$ cat src/rtl/ghostbus_host_arb_pkg.sv
// Shared types and helpers for the ghostbus host arbiter.
package ghostbus_host_arb_pkg;

    localparam int unsigned CNT_W = 4;

    typedef enum logic [1:0] {
        StIdle = 2'd0,
        StStrb = 2'd1,
        StWait = 2'd2,
        StDone = 2'd3
    } state_t;

    function automatic int unsigned idx_width(input int unsigned n);
        return (n > 1) ? $clog2(n) : 1;
    endfunction

endpackage

$ cat src/rtl/ghostbus_host_arb_rr_pick.sv
// Combinational round-robin picker: first set request strictly after i_last, wrapping.
module ghostbus_host_arb_rr_pick
    import ghostbus_host_arb_pkg::*;
#(
    parameter int unsigned NREQ = 2,
    parameter int unsigned IW   = idx_width(NREQ)
) (
    input  logic [NREQ-1:0] i_req,
    input  logic [IW-1:0]   i_last,
    output logic            o_any,
    output logic [IW-1:0]   o_grant
);

    logic [IW-1:0]     w_start;
    logic [IW-1:0]     w_pos;
    logic [2*NREQ-1:0] w_dbl;
    logic [NREQ-1:0]   w_rot;
    logic [IW:0]       w_sum;

    assign w_start = (i_last >= IW'(NREQ - 1)) ? '0 : i_last + IW'(1);

    // Rotate so the highest-priority requester lands at bit 0.
    assign w_dbl = {i_req, i_req};
    assign w_rot = w_dbl[w_start +: NREQ];

    always_comb begin
        w_pos = '0;
        for (int i = int'(NREQ) - 1; i >= 0; i--) begin
            if (w_rot[i]) begin
                w_pos = IW'(i);
            end
        end
    end

    assign w_sum   = {1'b0, w_pos} + {1'b0, w_start};
    assign o_grant = (w_sum >= (IW + 1)'(NREQ)) ? IW'(w_sum - (IW + 1)'(NREQ)) : IW'(w_sum);
    assign o_any   = |i_req;

endmodule

$ cat src/rtl/ghostbus_host_arb.sv
// Round-robin arbiter sharing one ghostbus host port between NREQ requesters,
// one strobe per grant; all outputs registered.
module ghostbus_host_arb
    import ghostbus_host_arb_pkg::*;
#(
    parameter int unsigned NREQ   = 2,
    parameter int unsigned AW     = 24,
    parameter int unsigned DW     = 32,
    parameter int unsigned RD_LAT = 1
) (
    input  logic              i_clk,
    input  logic              i_rst_n,
    input  logic [NREQ-1:0]   i_req_valid,
    input  logic [NREQ-1:0]   i_req_we,
    input  logic [NREQ*AW-1:0] i_req_addr,
    input  logic [NREQ*DW-1:0] i_req_wdata,
    output logic [NREQ-1:0]   o_req_ready,
    output logic [NREQ-1:0]   o_rsp_valid,
    output logic [DW-1:0]     o_rsp_rdata,
    output logic [AW-1:0]     o_gb_addr,
    output logic [DW-1:0]     o_gb_dout,
    input  logic [DW-1:0]     i_gb_din,
    output logic              o_gb_we,
    output logic              o_gb_wstb,
    output logic              o_gb_rstb,
    output logic              o_busy
);

    localparam int unsigned IW = idx_width(NREQ);

    state_t            r_state;
    logic [IW-1:0]     r_last;
    logic              r_we;
    logic [CNT_W-1:0]  r_cnt;
    logic [NREQ-1:0]   r_req_ready;
    logic [NREQ-1:0]   r_rsp_valid;
    logic [DW-1:0]     r_rsp_rdata;
    logic [AW-1:0]     r_gb_addr;
    logic [DW-1:0]     r_gb_dout;
    logic              r_gb_we;
    logic              r_gb_wstb;
    logic              r_gb_rstb;
    logic              r_busy;

    state_t            w_state_nxt;
    logic [IW-1:0]     w_last_nxt;
    logic              w_we_nxt;
    logic [CNT_W-1:0]  w_cnt_nxt;
    logic [NREQ-1:0]   w_ready_nxt;
    logic [NREQ-1:0]   w_rspv_nxt;
    logic [DW-1:0]     w_rdata_nxt;
    logic [AW-1:0]     w_addr_nxt;
    logic [DW-1:0]     w_dout_nxt;
    logic              w_gwe_nxt;
    logic              w_wstb_nxt;
    logic              w_rstb_nxt;
    logic              w_any;
    logic [IW-1:0]     w_pick;

    ghostbus_host_arb_rr_pick #(
        .NREQ (NREQ),
        .IW   (IW)
    ) u_pick (
        .i_req   (i_req_valid),
        .i_last  (r_last),
        .o_any   (w_any),
        .o_grant (w_pick)
    );

    // Outputs are computed one state ahead so the registered values line up
    // with the state they belong to (e.g. strobes are high during StStrb).
    always_comb begin
        w_state_nxt = r_state;
        w_last_nxt  = r_last;
        w_we_nxt    = r_we;
        w_cnt_nxt   = r_cnt;
        w_addr_nxt  = r_gb_addr;
        w_dout_nxt  = r_gb_dout;
        w_rdata_nxt = r_rsp_rdata;
        w_ready_nxt = '0;
        w_rspv_nxt  = '0;
        w_gwe_nxt   = 1'b0;
        w_wstb_nxt  = 1'b0;
        w_rstb_nxt  = 1'b0;
        unique case (r_state)
            StIdle: begin
                if (w_any) begin
                    w_state_nxt = StStrb;
                    w_last_nxt  = w_pick;
                    w_we_nxt    = i_req_we[w_pick];
                    w_addr_nxt  = i_req_addr[w_pick*AW +: AW];
                    w_dout_nxt  = i_req_wdata[w_pick*DW +: DW];
                    w_ready_nxt = NREQ'(1) << w_pick;
                    w_gwe_nxt   = i_req_we[w_pick];
                    w_wstb_nxt  = i_req_we[w_pick];
                    w_rstb_nxt  = !i_req_we[w_pick];
                end
            end
            StStrb: begin
                if (r_we) begin
                    w_state_nxt = StDone;
                    w_rspv_nxt  = NREQ'(1) << r_last;
                end else begin
                    w_state_nxt = StWait;
                    w_cnt_nxt   = CNT_W'(RD_LAT - 1);
                end
            end
            StWait: begin
                if (r_cnt == '0) begin
                    w_rdata_nxt = i_gb_din;
                    w_state_nxt = StDone;
                    w_rspv_nxt  = NREQ'(1) << r_last;
                end else begin
                    w_cnt_nxt = r_cnt - CNT_W'(1);
                end
            end
            StDone: begin
                w_state_nxt = StIdle;
            end
            default: begin
                w_state_nxt = StIdle;
            end
        endcase
    end

    always_ff @(posedge i_clk or negedge i_rst_n) begin
        if (!i_rst_n) begin
            r_state     <= StIdle;
            r_last      <= IW'(NREQ - 1);
            r_we        <= 1'b0;
            r_cnt       <= '0;
            r_req_ready <= '0;
            r_rsp_valid <= '0;
            r_rsp_rdata <= '0;
            r_gb_addr   <= '0;
            r_gb_dout   <= '0;
            r_gb_we     <= 1'b0;
            r_gb_wstb   <= 1'b0;
            r_gb_rstb   <= 1'b0;
            r_busy      <= 1'b0;
        end else begin
            r_state     <= w_state_nxt;
            r_last      <= w_last_nxt;
            r_we        <= w_we_nxt;
            r_cnt       <= w_cnt_nxt;
            r_req_ready <= w_ready_nxt;
            r_rsp_valid <= w_rspv_nxt;
            r_rsp_rdata <= w_rdata_nxt;
            r_gb_addr   <= w_addr_nxt;
            r_gb_dout   <= w_dout_nxt;
            r_gb_we     <= w_gwe_nxt;
            r_gb_wstb   <= w_wstb_nxt;
            r_gb_rstb   <= w_rstb_nxt;
            r_busy      <= (w_state_nxt != StIdle);
        end
    end

    assign o_req_ready = r_req_ready;
    assign o_rsp_valid = r_rsp_valid;
    assign o_rsp_rdata = r_rsp_rdata;
    assign o_gb_addr   = r_gb_addr;
    assign o_gb_dout   = r_gb_dout;
    assign o_gb_we     = r_gb_we;
    assign o_gb_wstb   = r_gb_wstb;
    assign o_gb_rstb   = r_gb_rstb;
    assign o_busy      = r_busy;

endmodule
$ cat config.mk
export PLATFORM = sky130hd
export DESIGN_NAME = ghostbus_host_arb
export DESIGN_NICKNAME = d
export VERILOG_FILES = /design/src/rtl/ghostbus_host_arb_pkg.sv /design/src/rtl/ghostbus_host_arb_rr_pick.sv /design/src/rtl/ghostbus_host_arb.sv
export SDC_FILE = /design/constraint.sdc
export NUM_CORES = 1
export LEC_CHECK = 0
export CAP_MARGIN = 5
export CORE_MARGIN = 4
export CORE_UTILIZATION = 40
export DETAILED_ROUTE_END_ITERATION = 8
export GPL_TIMING_DRIVEN = 0
export PLACE_DENSITY = 0.81
export SLEW_MARGIN = 20
export SYNTH_ARGS = -nofsm -noshare
export SYNTH_HDL_FRONTEND = slang
export SYNTH_SLANG_ARGS = --single-unit
export TNS_END_PERCENT = 5
$ cat constraint.sdc
create_clock -name i_clk -period 1.7 [get_ports i_clk]
set_input_delay 0.17 -clock i_clk [delete_from_list [all_inputs] [get_ports i_clk]]
set_output_delay 0.17 -clock i_clk [all_outputs]
set_load 0.02 [all_outputs]
# Word-level counts from Yosys, hierarchy flattened

Index checks and enable logic that the tools add are counted.

Bits in registers: 103
Input bits: 150
Logic and storage cells: 61

$add $sub $neg: 4
$mul: 1
Order comparisons: 3
Equality and inequality tests: 5
Shifts and indexed selects: 5
Mux-type cells: 22
Reductions and logical operators: 9

Operators by type and width:

| kind                | count |
|---|---|
| $shiftx 64x7->32    | 1 |
| $shiftx 48x7->24    | 1 |
| $mux 2              | 6 |
| $mux 1              | 11 |
| $mux 4              | 2 |
| $pmux 2 s4          | 1 |
| $pmux 4 s2          | 1 |
| $eq 2x2->1 const B  | 2 |
| $logic_not 4->1     | 1 |
| $ne 2x2->1 const B  | 2 |
| $pmux 2 s2          | 1 |
| $reduce_and 2->1    | 2 |
| $reduce_bool 2->1   | 2 |
| $shiftx 4x2->2      | 1 |
| $shl 1x1->2 const A | 2 |
| $sub 4x1->4 const B | 1 |
| $mul 1x2->3 const B | 1 |
| $reduce_and 3->1    | 1 |
| $add 1x1->2         | 1 |
| $eq 2x1->1 const B  | 1 |
| $ge 2x2->1 const B  | 1 |
| $logic_not 2->1     | 1 |
| $lt 1x2->1 const B  | 1 |
| $reduce_or 2->1     | 1 |
| 4 further kinds     | 4 |

# Logic depth before layout (Yosys ltp)

Gate-level depths: netlist of run 1.

Depth after elaboration: 13
Mapped depth: 8
Depth with buffers taken out: 5

# Modules after synthesis

Synthesis of run 1 repeated with hierarchy kept, for this count alone.

Cells, all modules: 378
Area total of the unflattened synthesis: 4460.5 sq um

Modules (own cells, without submodules):

| module                    | times used | cells each | area an instance (sq um) |
|---|---|---|---|
| ghostbus_host_arb         | 1          | 374        | 4435.5 |
| ghostbus_host_arb_rr_pick | 1          | 4          | 25.0 |

# Worst setup path after synthesis of run 1

OpenSTA, ideal clock, no wires.

Kind: register to register
From: register r_state[0]
To: register r_cnt[2]
Library setup time: 92 ps
Arrival time: 1464 ps
Data required time: 1608 ps
Setup slack: 144 ps
Cell stages (with the launch flop): 8
Buffers on the path: 2
Cell sequence: dfrtp_1 > inv_1 > ha_1 > buf_6 > and4bb_1 > buf_6 > or2_1 > o31ai_2

Word-level cells in the longest chain between the ends: 3
Elaborated cells between the ends (all ways): 7
Classes of those cells: 4 x eq/ne; 1 x mux; 2 x reduce/logical

RTL lines:

| item                                                      | line                     | text |
|---|---|---|
| start, declared                                           | ghostbus_host_arb.sv:31  | `state_t r_state;` |
| start signal, assigned                                    | ghostbus_host_arb.sv:128 | `r_state <= StIdle;` |
| start signal, assigned                                    | ghostbus_host_arb.sv:142 | `r_state <= w_state_nxt;` |
| $eq 2x2->1 or $eq 2x1->1 (tied branches)                  | ghostbus_host_arb.sv:85  | `unique case (r_state)` |
| $ne 2x2->1 (no line) or $reduce_bool 2->1 (tied branches) | n/a                      |  |
| $reduce_and 3->1 (no line)                                | n/a                      |  |
| end signal, assigned                                      | ghostbus_host_arb.sv:145 | `r_cnt <= w_cnt_nxt;` |
| end, declared                                             | ghostbus_host_arb.sv:34  | `logic [CNT_W-1:0] r_cnt;` |

Parallel ways exist; a longest one is shown, timed or not.
A chain may end at the register's enable or synchronous reset.

# Final worst setup path of run 1

From: register r_state[0]
To: register r_gb_dout[17] (netlist: o_gb_dout[17])

Word-level cells in the longest chain between the ends: 2

RTL lines:

| item                       | line                     | text |
|---|---|---|
| $logic_not 2->1            | ghostbus_host_arb.sv:85  |  |
| $reduce_and 2->1 (no line) | n/a                      |  |
| end signal, assigned       | ghostbus_host_arb.sv:150 | `r_gb_dout <= w_dout_nxt;` |
| end, declared              | ghostbus_host_arb.sv:39  | `logic [DW-1:0] r_gb_dout;` |

Every way passes these cells.

==> run metrics, run 1 <==
via count=4864; post-synth top area cell=dfrtp_1; fin nets=914; Post-Synthesis Cells=500; Critical Path Sink Type=flip-flop; syn_nets=655; GPL Wtd Cong=0.8146; power per cell area=1835 nW/µm²; fin util=68.42%; vias in the first global route=4987; global route total overflow=0; DRT iter0 DRCs=390; Worst Skew=0.007567 ns; Crit Path Max Fanout=10; Area growth syn-to-layout=66.41%; final setup fails=0; Worst-Margin Slew=0.4811 ns; crit path launch type=flip-flop; Tot GR Track Use=23.65%; max-slew violations=0; WP data required=1.90 ns; clock-pin slew on the worst setup and hold paths=0.07 ns; switch share=40.25%; largest net degree at the start of global routing=62; Reg-to-Reg Start=r_state[0]; period utilization=97.73%; insertion delay to the later sink of the worst-skew pair=0.34 ns; Int Power=8640 µW; Leak=0.003302 µW; Inserted Clock Buffers=9; worst vdd ir=0.7988 mV; R2R Setup Slk=0.04 ns; fin crit period=1.661 ns; share of Yosys cell area claimed by the top area cell type=53.91%; Sw Pwr=5821 µW; initial antenna violation count=0; RSZ-0062 raised after global routing=true; Hold Violations, Final=0; H-Tree Depth=3; num ports=246; fmax=601.9 MHz; Crit Path Class=reg2reg; n_diodes=0; Seq/Total Area, Yosys=54.47%; placed cells=888; Hold Crit Depth=3; FP Rows=39; most frequent cells in the layout=243 x clkdlybuf4s50_1, 188 x nand2_1, 102 x dfrtp_1; WL/cell=18.04 µm; Post-Syn Area=4735 µm²; Comb power frac=53.6%; Mean Syn Cell Area=9.469 µm²; critical path startpoint=r_state[0]; CTS tree=built; Synth Warn #=0; Total Routed Length=16.36 mm; HP Class=in2reg; sequential share of power=29.7%; Synth cell types=35; CTS root buf=clkbuf_16; routed vias/inst=5.363; number of I/O port buffers=244; CTS Buffer Depth=2; relative max-transition margin=67.93%; Clk pwr share=16.6%; layout cells sized above 1=8.770%; fill cell count=916; status=finished clean; worst r2r path cells=7; Synth area leaders=dfrtp_1 54%, nand2_1 15%, o2111ai_1 6.1%, o211ai_1 5.2%, a32oi_1 4.4%; CTS Sinks=103; post-route ant nets=0; Horiz. Die Dim=116.8 µm; max-cap viol count=0; WP data arrival=1.87 ns; final non-filler cell total=907; Synth Register Bits=103; initial core utilization=41.11%; detailed-route DRC error count=0; First-pass DRT Iterations=5; first-pass GRT wire length=25.47 mm; Die Outline Area=13640 µm²; hold path startpoint=i_req_valid[1]; most common cell after layout, fill and taps aside=clkdlybuf4s50_1; Die Y=116.8 µm; core box area=11520 µm²; DP Wirelength=12.26 mm
-- flip-flops by register name, summed over array words and instances, names as in the netlist, 2 cells and up --
register	cells
o_gb_dout	32
o_rsp_rdata	32
o_gb_addr	24
r_cnt	4
o_req_ready	2
o_rsp_valid	2
r_state	2
-- power by group through the flow --
stage	clock [µW]	combinational (µW)	sequential, µW
finish	2410	7750	4300
global route	2540	8440	4440
CTS	2460	7590	4280
detailed placement	0	7500	4320
global placement	0	7280	4260
floorplan	0	2710	5560
-- cell families after synthesis --
kind of cell | after synthesis | share of synthesized area (%)
AND/OR/NAND/NOR | 208 | 17.60
AO/OA/AOI/OAI | 128 | 20.61
flip-flops | 103 | 54.47
buffers and inverters | 55 | 5.788
adder cells (fa/ha/maj) | 5 | 1.321
multiplexers | 1 | 0.2114
-- worst max-delay path: stages (launching register included) --
cell and delay (ns):
dfrtp_1 0.36, inv_1 0.07, ha_1 0.23, and2_1 0.16, buf_2 0.16, buf_4 0.19, a32oi_2 0.23, o21ai_0 0.12
-- synthesized netlist by cell type --
cell type and count:
inv_1 8, buf_2 12, a21o_1 1, a22o_1 1, and2_1 3, buf_4 8
nand2b_1 1, or2_1 1, mux2i_1 1, o21a_1 2, o21ai_1 2, o31ai_1 2
o221ai_1 1, nor2_1 3, o211ai_1 33, nand3b_1 2, nor3_1 5, o22ai_1 1
ha_1 5, clkbuf_1 24, and4bb_1 1, a32oi_1 24, dfstp_2 1, o31ai_2 1
o2111ai_1 33, nor2b_2 1, a21oi_2 1, nand4bb_1 1, o21ai_2 1, a211oi_1 1
nand2_1 188, buf_6 3, o21ai_0 24, dfrtp_1 102, nor2b_1 2
-- layer usage --
layer	vias up	share of wire, %	global-route usage (%)
li1	2285	-	-
met1	2337	40	29.28
met2	211	50	39.78
met3	31	8.1	6.067
met4	0	2.4	9.174
met5	-	0	0
-- cell type report --
cell class,count,area (µm²),area share (%)
sequential,103,2579,32.73
clock inverter,5,103.9,1.318
tap,143,178.9,2.271
inverter,8,30.03,0.3811
timing repair buffer,248,2496,31.68
multi-input combinational,342,1952,24.77
clock buffer,11,242.7,3.081
buffer,47,296.5,3.764
-- per-stage QoR --
step	setup TNS [ns]	hold WS, ns	area (µm²)	total power [µW]	setup slack [ns]
after floorplan	0	-0.1256	4735	8267	0.1442
after CTS	0	0.2523	7769	14330	0.004071
after global placement	-360.32	0.4582	7356	11550	-3.456
after detailed placement	-9.009	0.1272	7385	11820	-0.2343
after global routing	-2.894	0.3149	7879	15430	-0.1381
final	0	0.2643	7879	14460	0.03859
-- path summary, 6_finish.rpt --
check                                       end
worst max-delay path              o_gb_dout[17]
worst min-delay path              o_gb_dout[24]
worst max register to register    o_gb_dout[17]
worst min register to register             r_we
max in group asynchronous        o_rsp_rdata[1]
min in group asynchronous       o_rsp_rdata[14]
-- timing repair --
item,in CTS,in global routing
pin swaps,0,1
endpoints found under the setup margin,46,90
hold buffers,1,0
resized for setup,11,45
buffers inserted,0,2
gates cloned,0,0
hold endpoints to repair,41,0
(Power assumes the default switching activity.)
==> run 2: changes to the inputs <==
--- a/config.mk
+++ b/config.mk
@@ -7,10 +7,11 @@
 export LEC_CHECK = 0
 export CAP_MARGIN = 5
 export CORE_MARGIN = 4
-export CORE_UTILIZATION = 40
+export CORE_UTILIZATION = 41
+export CTS_BUF_LIST = sky130_fd_sc_hd__clkbuf_4 sky130_fd_sc_hd__clkbuf_8
 export DETAILED_ROUTE_END_ITERATION = 8
 export GPL_TIMING_DRIVEN = 0
-export PLACE_DENSITY = 0.81
+export PLACE_DENSITY = 0.83
 export SLEW_MARGIN = 20
 export SYNTH_ARGS = -nofsm -noshare
 export SYNTH_HDL_FRONTEND = slang
==> run metrics, run 2 (synthesized netlist as in run 1, its figures left out) <==
routed vias/inst=5.328; Hold Violations, Final=0; Worst Skew=0.01230 ns; Total Routed Length=15.97 mm; met2 usage=41.47%; num ports=246; final setup fails=0; Inserted Clock Buffers=9; largest net degree at the start of global routing=69; WP data arrival=1.89 ns; post-route ant nets=0; period utilization=97.24%; global route total overflow=0; initial antenna violation count=0; H-Tree Depth=3; power per cell area=1774 nW/µm²; CTS tree=built; layout cells sized above 1=8.257%; worst vdd ir=0.9586 mV; number of I/O port buffers=244; FP Rows=38; met1 Use GR=28.48%; DP Wirelength=12.29 mm; Die Y=115.5 µm; initial core utilization=42.74%; busiest grt layer=met2; Horiz. Die Dim=115.5 µm; most common cell after layout, fill and taps aside=clkdlybuf4s50_1; Worst-Margin Slew=0.5000 ns; vias in the first global route=5109; clock-pin slew on the worst setup and hold paths=0.10 ns; First-pass DRT Iterations=4; M3 GR Usage=6.266%; CTS Buffer Depth=2; fin util=69.64%; max-slew violations=0; most frequent cells in the layout=243 x clkdlybuf4s50_1, 188 x nand2_1, 102 x dfrtp_1; relative max-transition margin=66.67%; first-pass GRT wire length=25.30 mm; core box area=11080 µm²; Die Outline Area=13330 µm²; fmax=604.9 MHz; n_diodes=0; GPL Wtd Cong=0.8385; Leak=0.003225 µW; Crit Path Class=reg2reg; Area growth syn-to-layout=62.95%; status=finished clean; CTS Sinks=103; max-cap viol count=0; HP Class=in2async; crit path launch type=flip-flop; detailed-route DRC error count=0; WL/cell=17.68 µm; via count=4811; DRT iter0 DRCs=332; Tot Pwr=13680 µW; CTS root buf=clkbuf_8; insertion delay to the later sink of the worst-skew pair=0.36 ns; Tot GR Track Use=23.87%; WP data required=1.93 ns; fin crit period=1.653 ns; Critical Path Sink Type=flip-flop; RSZ-0062 raised after global routing=true; Crit Path Max Fanout=10; fin nets=913
==> run 2: critical path: stages (launching register included) <==
cell      delay (ns)
dfstp_2         0.62
nand2_1         0.19
clkbuf_1        0.30
a32oi_1         0.29
o21ai_0         0.13
==> run 2: area by class of cell <==
| type | instances | area, µm² |
|---|---|---|
| fillers | 915 | 3363 |
| flip-flops and latches | 103 | 2579 |
| inverters | 8 | 30.03 |
| well taps | 140 | 175.2 |
| repair buffers | 247 | 2489 |
| multi-input cells | 342 | 1933 |
| clock inverters | 7 | 95.09 |
| clock buffers | 9 | 123.9 |
| plain buffers | 47 | 290.3 |
==> run 2: path summary, 6_finish.rpt <==
| check | startpoint | end | slack, ns | depth (start not counted) |
|---|---|---|---|---|
| setup / recovery | r_last | o_gb_dout[5] | 0.05 | 4 |
| max in group asynchronous | i_rst_n | r_last | 0.75 | 3 |
| hold reg to reg | o_rsp_rdata[0] | o_rsp_rdata[0] | 0.48 | 2 |
| min in group i_clk | i_req_valid[1] | o_gb_dout[24] | 0.26 | 3 |
| setup reg to reg | r_last | o_gb_dout[5] | 0.05 | 4 |
| hold / removal | i_rst_n | o_rsp_rdata[20] | 0.26 | 2 |
==> run 2: power breakdown <==
group	switching, µW	internal [µW]	leakage (µW)
Combinational	4220	3480	0.00184
Clock	868	833	0.000110
Sequential	651	3630	0.00128
Total	5740	7950	0.00323
==> run 2: stage by stage <==
stage                     cell area (µm²)  setup TNS (ns)  hold WS [ns]  cells  setup WS (ns)
after CTS                            7635               0        0.2200    903      0.0007787
after global placement               7352         -348.90        0.4574    884         -3.364
after global routing                 7715          -1.314        0.2620    903       -0.07874
after floorplan                      4735               0       -0.1256    500         0.1442
final                                7715               0        0.2568    903        0.04694
after detailed placement             7381          -8.006       0.08982    885        -0.2451
==> run 2: repair_timing <==
| action | 4_1_cts | 5_1_grt |
|---|---|---|
| pin swaps | 0 | 2 |
| endpoints found under the hold margin | 35 | 0 |
| gates cloned | 0 | 0 |
| buffers inserted | 1 | 0 |
| gates resized for setup | 7 | 31 |
| endpoints found under the setup margin | 49 | 88 |
| hold buffers | 1 | 0 |
==> run 2: metal layers <==
layer  wire (µm)  up-vias  share of wire, %
li1            -     2278                 -
met1        6255     2297                39
met2        7968      200                50
met3        1302       36               8.2
met4         441        0               2.8
met5           0        -                 0
